==> config.mk <==
export PLATFORM = sky130hd
export DESIGN_NAME = calc_check_ctrl
export DESIGN_NICKNAME = d
export VERILOG_FILES = /design/src/rtl/calc_check_ctrl.sv
export SDC_FILE = /design/constraint.sdc
export NUM_CORES = 1
export LEC_CHECK = 0
export BUFFER_PORTS_ARGS = -buffer_cell sky130_fd_sc_hd__buf_2
export CORE_UTILIZATION = 60
export CTS_BUF_LIST = sky130_fd_sc_hd__clkbuf_4
export CTS_CLUSTER_SIZE = 14
export DETAILED_ROUTE_END_ITERATION = 8
export GPL_ROUTABILITY_DRIVEN = 0
export MAX_ROUTING_LAYER = met4
export PLACE_DENSITY = 0.78
export SYNTH_ARGS = -nofsm -noshare
export SYNTH_HDL_FRONTEND = slang
export SYNTH_SLANG_ARGS = --single-unit
==> constraint.sdc <==
create_clock -name clk -period 2.6 [get_ports clk]
set_input_delay 0.13 -clock clk [delete_from_list [all_inputs] [get_ports clk]]
set_output_delay 0.13 -clock clk [all_outputs]
set_load 0.01 [all_outputs]
==> src/rtl/calc_check_ctrl.sv <==
// calc_check_ctrl: operand confirm pulse, matrix dimension checker and error countdown.
// Optional macro CALC_CHECK_RETRY_EN lets btn_c abort the error countdown for an early retry.
module calc_check_ctrl #(
  parameter int CLK_FREQ    = 100000000,
  parameter int ERR_SECONDS = 10
) (
  input  logic       clk,
  input  logic       rst_n,
  input  logic [3:0] current_state,
  input  logic       btn_c,
  input  logic [2:0] op_sel,
  input  logic [2:0] a_rows,
  input  logic [2:0] a_cols,
  input  logic [2:0] b_rows,
  input  logic [2:0] b_cols,
  output logic       calc_mat_conf,
  output logic       check_valid,
  output logic       check_invalid,
  output logic       error_timeout,
  output logic [3:0] countdown,
  output logic [2:0] res_rows,
  output logic [2:0] res_cols
);

  localparam logic [3:0]  ST_SELECT = 4'd8;
  localparam logic [3:0]  ST_CHECK  = 4'd9;
  localparam logic [3:0]  ST_ERROR  = 4'd12;
  localparam logic [26:0] PRESC_MAX = 27'(CLK_FREQ - 1);
  localparam logic [3:0]  CNT_LOAD  = 4'(ERR_SECONDS);

`ifdef CALC_CHECK_RETRY_EN
  localparam bit RETRY_EN = 1'b1;
`else
  localparam bit RETRY_EN = 1'b0;
`endif

  typedef enum logic [2:0] {IDLE, EVAL, REPORT, WAIT_EXIT, COUNT} fsm_t;

  fsm_t        fsm_q, fsm_d;
  logic [3:0]  prev_state_q, prev_state_d;
  logic [26:0] presc_q, presc_d;
  logic [3:0]  countdown_q, countdown_d;
  logic        calc_mat_conf_q, calc_mat_conf_d;
  logic        check_valid_q, check_valid_d;
  logic        check_invalid_q, check_invalid_d;
  logic        error_timeout_q, error_timeout_d;
  logic [2:0]  res_rows_q, res_rows_d;
  logic [2:0]  res_cols_q, res_cols_d;
  logic [2:0]  op_l_q, op_l_d;
  logic [2:0]  a_rows_l_q, a_rows_l_d;
  logic [2:0]  a_cols_l_q, a_cols_l_d;
  logic [2:0]  b_rows_l_q, b_rows_l_d;
  logic [2:0]  b_cols_l_q, b_cols_l_d;

  logic        entry_check;
  logic        entry_error;
  logic        a_ok;
  logic        b_ok;
  logic        eval_valid;
  logic [2:0]  eval_rows;
  logic [2:0]  eval_cols;

  function automatic logic dim_ok(input logic [2:0] d);
    return (d >= 3'd1) && (d <= 3'd5);
  endfunction

  assign entry_check = (current_state == ST_CHECK) && (prev_state_q != ST_CHECK);
  assign entry_error = (current_state == ST_ERROR) && (prev_state_q != ST_ERROR);

  // Dimension rules evaluated on the operands captured at CHECK entry.
  always_comb begin
    a_ok       = dim_ok(a_rows_l_q) && dim_ok(a_cols_l_q);
    b_ok       = dim_ok(b_rows_l_q) && dim_ok(b_cols_l_q);
    eval_valid = 1'b0;
    eval_rows  = a_rows_l_q;
    eval_cols  = a_cols_l_q;
    case (op_l_q)
      3'b000: eval_valid = a_ok && b_ok && (a_rows_l_q == b_rows_l_q) && (a_cols_l_q == b_cols_l_q);
      3'b001: eval_valid = a_ok;
      3'b010: begin
        eval_valid = a_ok;
        eval_rows  = a_cols_l_q;
        eval_cols  = a_rows_l_q;
      end
      3'b011: begin
        eval_valid = a_ok && b_ok && (a_cols_l_q == b_rows_l_q);
        eval_cols  = b_cols_l_q;
      end
      default: eval_valid = 1'b0;
    endcase
  end

  always_comb begin
    fsm_d           = fsm_q;
    prev_state_d    = current_state;
    presc_d         = presc_q;
    countdown_d     = countdown_q;
    res_rows_d      = res_rows_q;
    res_cols_d      = res_cols_q;
    op_l_d          = op_l_q;
    a_rows_l_d      = a_rows_l_q;
    a_cols_l_d      = a_cols_l_q;
    b_rows_l_d      = b_rows_l_q;
    b_cols_l_d      = b_cols_l_q;
    check_valid_d   = 1'b0;
    check_invalid_d = 1'b0;
    error_timeout_d = 1'b0;
    calc_mat_conf_d = btn_c && ((current_state == ST_SELECT) || (RETRY_EN && (fsm_q == COUNT)));

    case (fsm_q)
      IDLE: begin
        if (entry_check) begin
          fsm_d      = EVAL;
          op_l_d     = op_sel;
          a_rows_l_d = a_rows;
          a_cols_l_d = a_cols;
          b_rows_l_d = b_rows;
          b_cols_l_d = b_cols;
        end else if (entry_error) begin
          fsm_d       = COUNT;
          countdown_d = CNT_LOAD;
          presc_d     = '0;
        end
      end
      EVAL: begin
        fsm_d           = REPORT;
        check_valid_d   = eval_valid;
        check_invalid_d = !eval_valid;
        if (eval_valid) begin
          res_rows_d = eval_rows;
          res_cols_d = eval_cols;
        end
      end
      REPORT: fsm_d = WAIT_EXIT;
      WAIT_EXIT: begin
        if (current_state != ST_CHECK) fsm_d = IDLE;
      end
      COUNT: begin
        // Leaving ERROR or a retry press both end the countdown silently.
        if ((current_state != ST_ERROR) || (RETRY_EN && btn_c)) begin
          fsm_d       = IDLE;
          countdown_d = '0;
        end else if (presc_q == PRESC_MAX) begin
          presc_d     = '0;
          countdown_d = countdown_q - 4'd1;
          if (countdown_q == 4'd1) begin
            error_timeout_d = 1'b1;
            fsm_d           = IDLE;
          end
        end else begin
          presc_d = presc_q + 27'd1;
        end
      end
      default: fsm_d = IDLE;
    endcase
  end

  always_ff @(posedge clk or negedge rst_n) begin
    if (!rst_n) begin
      fsm_q           <= IDLE;
      prev_state_q    <= '0;
      presc_q         <= '0;
      countdown_q     <= '0;
      calc_mat_conf_q <= 1'b0;
      check_valid_q   <= 1'b0;
      check_invalid_q <= 1'b0;
      error_timeout_q <= 1'b0;
      res_rows_q      <= '0;
      res_cols_q      <= '0;
      op_l_q          <= '0;
      a_rows_l_q      <= '0;
      a_cols_l_q      <= '0;
      b_rows_l_q      <= '0;
      b_cols_l_q      <= '0;
    end else begin
      fsm_q           <= fsm_d;
      prev_state_q    <= prev_state_d;
      presc_q         <= presc_d;
      countdown_q     <= countdown_d;
      calc_mat_conf_q <= calc_mat_conf_d;
      check_valid_q   <= check_valid_d;
      check_invalid_q <= check_invalid_d;
      error_timeout_q <= error_timeout_d;
      res_rows_q      <= res_rows_d;
      res_cols_q      <= res_cols_d;
      op_l_q          <= op_l_d;
      a_rows_l_q      <= a_rows_l_d;
      a_cols_l_q      <= a_cols_l_d;
      b_rows_l_q      <= b_rows_l_d;
      b_cols_l_q      <= b_cols_l_d;
    end
  end

  assign calc_mat_conf = calc_mat_conf_q;
  assign check_valid   = check_valid_q;
  assign check_invalid = check_invalid_q;
  assign error_timeout = error_timeout_q;
  assign countdown     = countdown_q;
  assign res_rows      = res_rows_q;
  assign res_cols      = res_cols_q;

endmodule

==> impl_metrics.tcl, run 1 <==
set metrics [dict create \
    status "completed" \
    dp.cells 423 \
    fin_ws_ns 0.277 \
    core_um2 5510 \
    start_util_pct 62.5 \
    avgSynthCellArea_um2 10.7 \
    multi_input_area_um2 1730 \
    critPathArrivalTime_ns 2.61 \
    cts_made_buffers 9 \
    maxCapViolations 0 \
    clk_path_buf_depth 2 \
    die_y_um 77.7 \
    crit_start "presc_q[0]" \
    cp_max_fo 10 \
    synth_top_area_share_pct 45.8 \
    port_buffers 35 \
    drt_iter0_drc 110 \
    synth_top_flop_cell "dfrtp_1" \
    final_max_slew_viol_count 0 \
    synth-compound-area-share_pct 10.4 \
    dieArea_um2 6040 \
    drt-total-wl_um 6810 \
    crit_path_end_kind "flip-flop" \
    synthAdderAreaFrac_pct 1.09 \
    post-route-util_pct 72.4 \
    crit_required_ns 2.88 \
    synthTopCellsByCount "63 x dfrtp_1, 30 x nor2_1, 24 x mux2_2, 19 x nor3_1, 19 x o21ai_0" \
    synth_cell_type_count 50 \
    worstSetupStartpointType "flip-flop" \
    root_buffer "clkbuf_4" \
    diodes 0 \
    final_area_um2 3990 \
    worst_slew_pin_slew_ns 0.758 \
    seq_area_um2 1580 \
    yosysWarnings 0 \
    place_area_um2 3650 \
    synth_mux_area_share_pct 9.02 \
    htree_num_levels 3 \
    syn_inst 323 \
    synthTopCellsByArea "dfrtp_1 46%, mux2_2 7.9%, xnor2_1 4.3%" \
    clk_latency_ns 0.40 \
    syn_to_final_growth_pct 15.9 \
    path_clk_slew_ns 0.10 \
    die_w_um 77.7 \
    rr_startpoint "presc_q[0]" \
    row_count 27 \
    ant_nets 0 \
    period_share_pct 89.3 \
    fin_crit_ns 2.32 \
    place.detailed.hpwl_um 4610 \
    layoutNonFillerInstCount 460 \
    antenna_found_initial 0 \
    setup_violations 0 \
    nNetsFinal 408 \
    wl_per_cell_um 14.8 \
    io_pins 36 \
    fillers 392 \
    yosysMostFrequentCell "dfrtp_1" \
    ys_ff_latch 63 \
    postCtsSetupRepairBufs 0 \
    ctsResizeCount 0 \
    rr_endpoint "presc_q[22]" \
    critical_path_class "flip-flop to flip-flop" \
    yosysTopAreaCell "dfrtp_1" \
    drive_gt1_share_pct 23.5 \
    peakVddDrop_v 0.000474 \
    hold_class "input port to flip-flop" \
    drc_errors 0 \
    min_path_cells 2 \
    pre_cts_slack_ns 0.298 \
    synth_top_family_by_area "simple AND/OR/NAND/NOR gates" \
    grt_max_degree 64 \
    first_pass_iters 4 \
    vias_per_cell 5.84 \
    r2r_setup_slack_ns 0.28 \
    fin_skew_ns 0.0168 \
    grt_overflow 0 \
    tns_ns 0 \
    grt_pass1_wl_um 12100 \
    synth_edf_count 0 \
    synthXorXnorAreaFrac_pct 6.11 \
    hold_viol 0 \
    relSlewSlack_pct 49.5 \
    max_freq_ghz 0.431 \
    yosys.area_share.simple_pct 23.6 \
    async_flop_share_pct 100 \
    p_per_area_nw_per_um2 742 \
    grtUsageTotal_pct 26.5 \
    vias 2687 \
    hold_path_end "prev_state_q[1]" \
    clkSinkCount 63 \
    syn_area_um2 3440 \
    rsz0062_at_grt "false" \
    min_from "current_state[1]" \
    cts_tree "built" \
    power.leakage_nw 1.82 \
    reg2regPathDepth 7 \
    first_global_vias 2694 \
    syn_nets 348 \
    ctsHoldBuffers 21 \
    synth-seq-area-share_pct 45.8 \
]
[layout make-up]
type                       count  area share, %
tap                           72           2.26
timing repair buffer          62           10.8
sequential                    63           39.5
clock inverter                 6           1.29
clock buffer                  10           1.88
multi-input combinational    238           43.4
inverter                       9          0.847
[placed cells by master (no fill, tap or decap), types with 4 or more instances in the layout]
| master | n |
|---|---|
| dfrtp_1 | 63 |
| buf_2 | 35 |
| nor2_1 | 30 |
| mux2_2 | 24 |
| dlygate4sd3_1 | 21 |
| nor3_1 | 19 |
| o21ai_0 | 19 |
| nand2_1 | 18 |
| xnor2_1 | 17 |
| nor4_1 | 14 |
| nand3_1 | 14 |
| clkbuf_4 | 10 |
| inv_1 | 9 |
| and3_1 | 8 |
| xor2_1 | 7 |
| a21o_1 | 7 |
| buf_4 | 6 |
| nand4_1 | 5 |
| a21oi_1 | 5 |
| and4_1 | 4 |
| nor3b_1 | 4 |
| mux2i_1 | 4 |
[power breakdown]
part	switching [mW]	internal [mW]
sequential	0.299	1.19
clock	0.329	0.292
combinational	0.390	0.463
[flip-flops by register name, indices dropped and copies added (netlist names)]
register	cells
calc_mat_conf	1
a_rows_l_q	3
countdown	4
error_timeout	1
prev_state_q	4
a_cols_l_q	3
res_rows	3
b_rows_l_q	3
check_valid	1
op_l_q	3
presc_q	27
res_cols	3
check_invalid	1
b_cols_l_q	3
fsm_q	3
[worst max-delay path by stage]
stage / depth (start not counted) / slack [ns] / to
final: 7 / 0.28 / presc_q[22]
after global routing: 7 / 0.09 / presc_q[22]
after floorplan: 7 / 0.68 / presc_q[11]
after CTS: 7 / 0.27 / presc_q[22]
after global placement: 6 / 0.42 / countdown[1]
after detailed placement: 7 / 0.30 / presc_q[22]
[metrics by stage]
| stage | power [mW] | hold slack, ns |
|---|---|---|
| 4_1_cts | 2.98 | 0.379 |
| 5_1_grt | 3.17 | 0.392 |
| 2_1_floorplan | 2.09 | -0.166 |
| 3_3_place_gp | 2.29 | 0.268 |
| 6_report | 2.96 | 0.399 |
| 3_5_place_dp | 2.33 | 0.270 |
[cells by family after synthesis]
family	count (synthesis)
flip-flops	63
AO/OA/AOI/OAI	47
AND/OR/NAND/NOR	136
multiplexers	28
buffers and inverters	22
XOR/XNOR	24
adder cells (fa/ha/maj)	3
[critical path, stage by stage, from the launching register on]
cell,delay [ns]
dfrtp_1,0.42
ha_1,0.19
and3_1,0.24
nand3_1,0.41
buf_4,0.33
nor4_1,0.37
xnor2_1,0.18
nor2_1,0.06
[per-layer routing]
layer  track usage, %  vias to the layer above  share of wire [%]
met5                -                        -                  0
met4             9.25                        0                1.3
met3             6.00                       11                4.0
met2             41.7                       62                 49
met1             33.9                     1311                 46
li1                 -                     1303                  -
(Power assumes the default switching activity.)
==> run 2: changes to the inputs <==
Settings changed: SETUP_SLACK_MARGIN set to 0.4.
==> run 2 against run 1 <==
Highest routed layer unchanged. Critical endpoint is now res_rows[0]. Sequential share of layout area fell by 0.46 points. Largest power group unchanged. Sequential power about the same. Final area rose by 1.3%. Largest cell class unchanged. Die area stayed put. Clock power about the same.
==> impl_metrics.tcl, run 2 (same netlist as run 1, synthesis figures left out) <==
set metrics [dict create \
    grt_max_degree 64 \
    crit_path_end_kind "flip-flop" \
    max_freq_ghz 0.472 \
    largest-register "presc_q" \
    first_pass_iters 5 \
    drive_gt1_share_pct 25.6 \
    core_um2 5510 \
    rr_startpoint "a_rows_l_q[2]" \
    period_share_pct 81.4 \
    clk_latency_ns 0.39 \
    status "completed" \
    slowest_delay_ns 0.46 \
    fillers 381 \
    final_common_cell "dfrtp_1" \
    drc_errors 0 \
    layout_common_cells "62 x dfrtp_1, 35 x buf_2, 30 x nor2_1" \
    nNetsFinal 411 \
    pre_cts_slack_ns 0.298 \
    cp-endpoint "res_rows[0]" \
    grt_pass1_wl_um 12200 \
    root_buffer "clkbuf_4" \
    drt_iter0_drc 167 \
    cts_tree "built" \
    diodes 0 \
    setup_violations 0 \
    htree_num_levels 3 \
    internal_power_mw 1.95 \
    multi_input_area_um2 1760 \
    critPathArrivalTime_ns 2.38 \
    crit_required_ns 2.87 \
    seq_area_um2 1580 \
    tns_ns 0 \
    p_comb_share_pct 29.0 \
    peakVddDrop_v 0.000471 \
    vias 2683 \
    cts_made_buffers 9 \
    reg2regPathDepth 6 \
    syn_to_final_growth_pct 17.3 \
    fin_skew_ns 0.0150 \
    port_buffers 35 \
    p_switching_mw 1.02 \
    antenna_found_initial 0 \
    r2r_setup_slack_ns 0.48 \
    drt-total-wl_um 7010 \
    p_per_area_nw_per_um2 735 \
    grt_overflow 0 \
    final_max_slew_viol_count 0 \
    power.leakage_nw 1.83 \
    place.detailed.hpwl_um 4610 \
    rr_endpoint "res_rows[0]" \
    rsz0062_at_grt "true" \
    largest_reg_flops 27 \
    slowest_stage "dfrtp_1" \
    p_sw_share_pct 34.4 \
    clk_path_buf_depth 2 \
    io_pins 36 \
    path_clk_slew_ns 0.10 \
    place_area_um2 3650 \
    dieArea_um2 6040 \
    final_area_um2 4040 \
    fin_ws_ns 0.483 \
    die_w_um 77.7 \
    relSlewSlack_pct 49.7 \
    grtUsageTotal_pct 26.6 \
    p_clk_share_pct 20.9 \
    first_global_vias 2697 \
    path_cells "a221o_1, nor3_1, o21ai_1, nor4_4, buf_4, mux2_2" \
    crit_start "a_rows_l_q[2]" \
    fin_crit_ns 2.12 \
    critical_path_class "flip-flop to flip-flop" \
    clkSinkCount 63 \
    vias_per_cell 5.79 \
    die_y_um 77.7 \
    maxCapViolations 0 \
    start_util_pct 62.5 \
    p_seq_share_pct 50.1 \
    row_count 27 \
    hold_class "input port to flip-flop" \
    hold_viol 0 \
    cp_max_fo 7 \
    wl_per_cell_um 15.1 \
    worstSetupStartpointType "flip-flop" \
    worst_slew_pin_slew_ns 0.755 \
    ant_nets 0 \
]
## run 2: cell count changes in the layout (fill, tap and decap cells not counted), sizes merged
cell / change
buf: +3
## run 2: layout make-up
type                    instances  area share (%)
repair buffers                 65            11.2
flip-flops and latches         63            39.1
multi-input cells             238            43.5
inverters                       9           0.837
well taps                      72            2.23
clock buffers                  10            1.86
clock inverters                 6            1.27
## run 2: worst min-delay path by stage
stage / cells past startpoint / slack (ns) / end / startpoint
after floorplan: 0 / -0.17 / a_cols_l_q[0] / rst_n
after global placement: 1 / 0.27 / prev_state_q[1] / current_state[1]
after detailed placement: 1 / 0.27 / prev_state_q[1] / current_state[1]
after global routing: 4 / 0.09 / countdown[0] / current_state[0]
final: 4 / 0.09 / countdown[0] / current_state[0]
after CTS: 4 / 0.07 / countdown[0] / current_state[0]
## run 2: repair_timing
action | CTS | global route
setup endpoints to repair | 18 | 43
endpoints found under the hold margin | 83 | 0
setup buffers | 0 | 3
cloned | 0 | 0
pin swaps | 0 | 3
hold buffers | 21 | 0
gates resized for setup | 1 | 7
## run 2: per-layer routing
metal	GRT usage, %	share of wire [%]	vias to the layer above
li1	-	-	1311
met3	5.88	3.8	2
met2	41.8	50	63
met1	34.2	46	1307
met5	-	0	-
met4	9.06	0.41	0
## run 2: worst max-delay path: cells and delay by family, from the launching register on
kind | cells | cell delay [ns]
compound gates | 2 | 0.54
mux | 1 | 0.34
simple gates | 2 | 0.44
buf+inv | 1 | 0.20
flops | 1 | 0.46
## run 2: power by group through the flow
stage               clock, mW  combinational (mW)  sequential, mW
floorplan                   0               0.687            1.40
global placement            0               0.797            1.50
detailed placement          0               0.828            1.50
CTS                     0.640               0.856            1.48
global route            0.685               0.970            1.52
finish                  0.619               0.861            1.49
## run 2: metrics by stage
stage | hold WS, ns | util (%) | std cells | power [mW]
final | 0.0945 | 73.3 | 463 | 2.97
after global routing | 0.0916 | 73.3 | 463 | 3.18
after CTS | 0.0708 | 72.5 | 460 | 2.98
after detailed placement | 0.270 | 66.3 | 423 | 2.33
after global placement | 0.268 | 66.3 | 423 | 2.29
after floorplan | -0.166 | - | 323 | 2.09
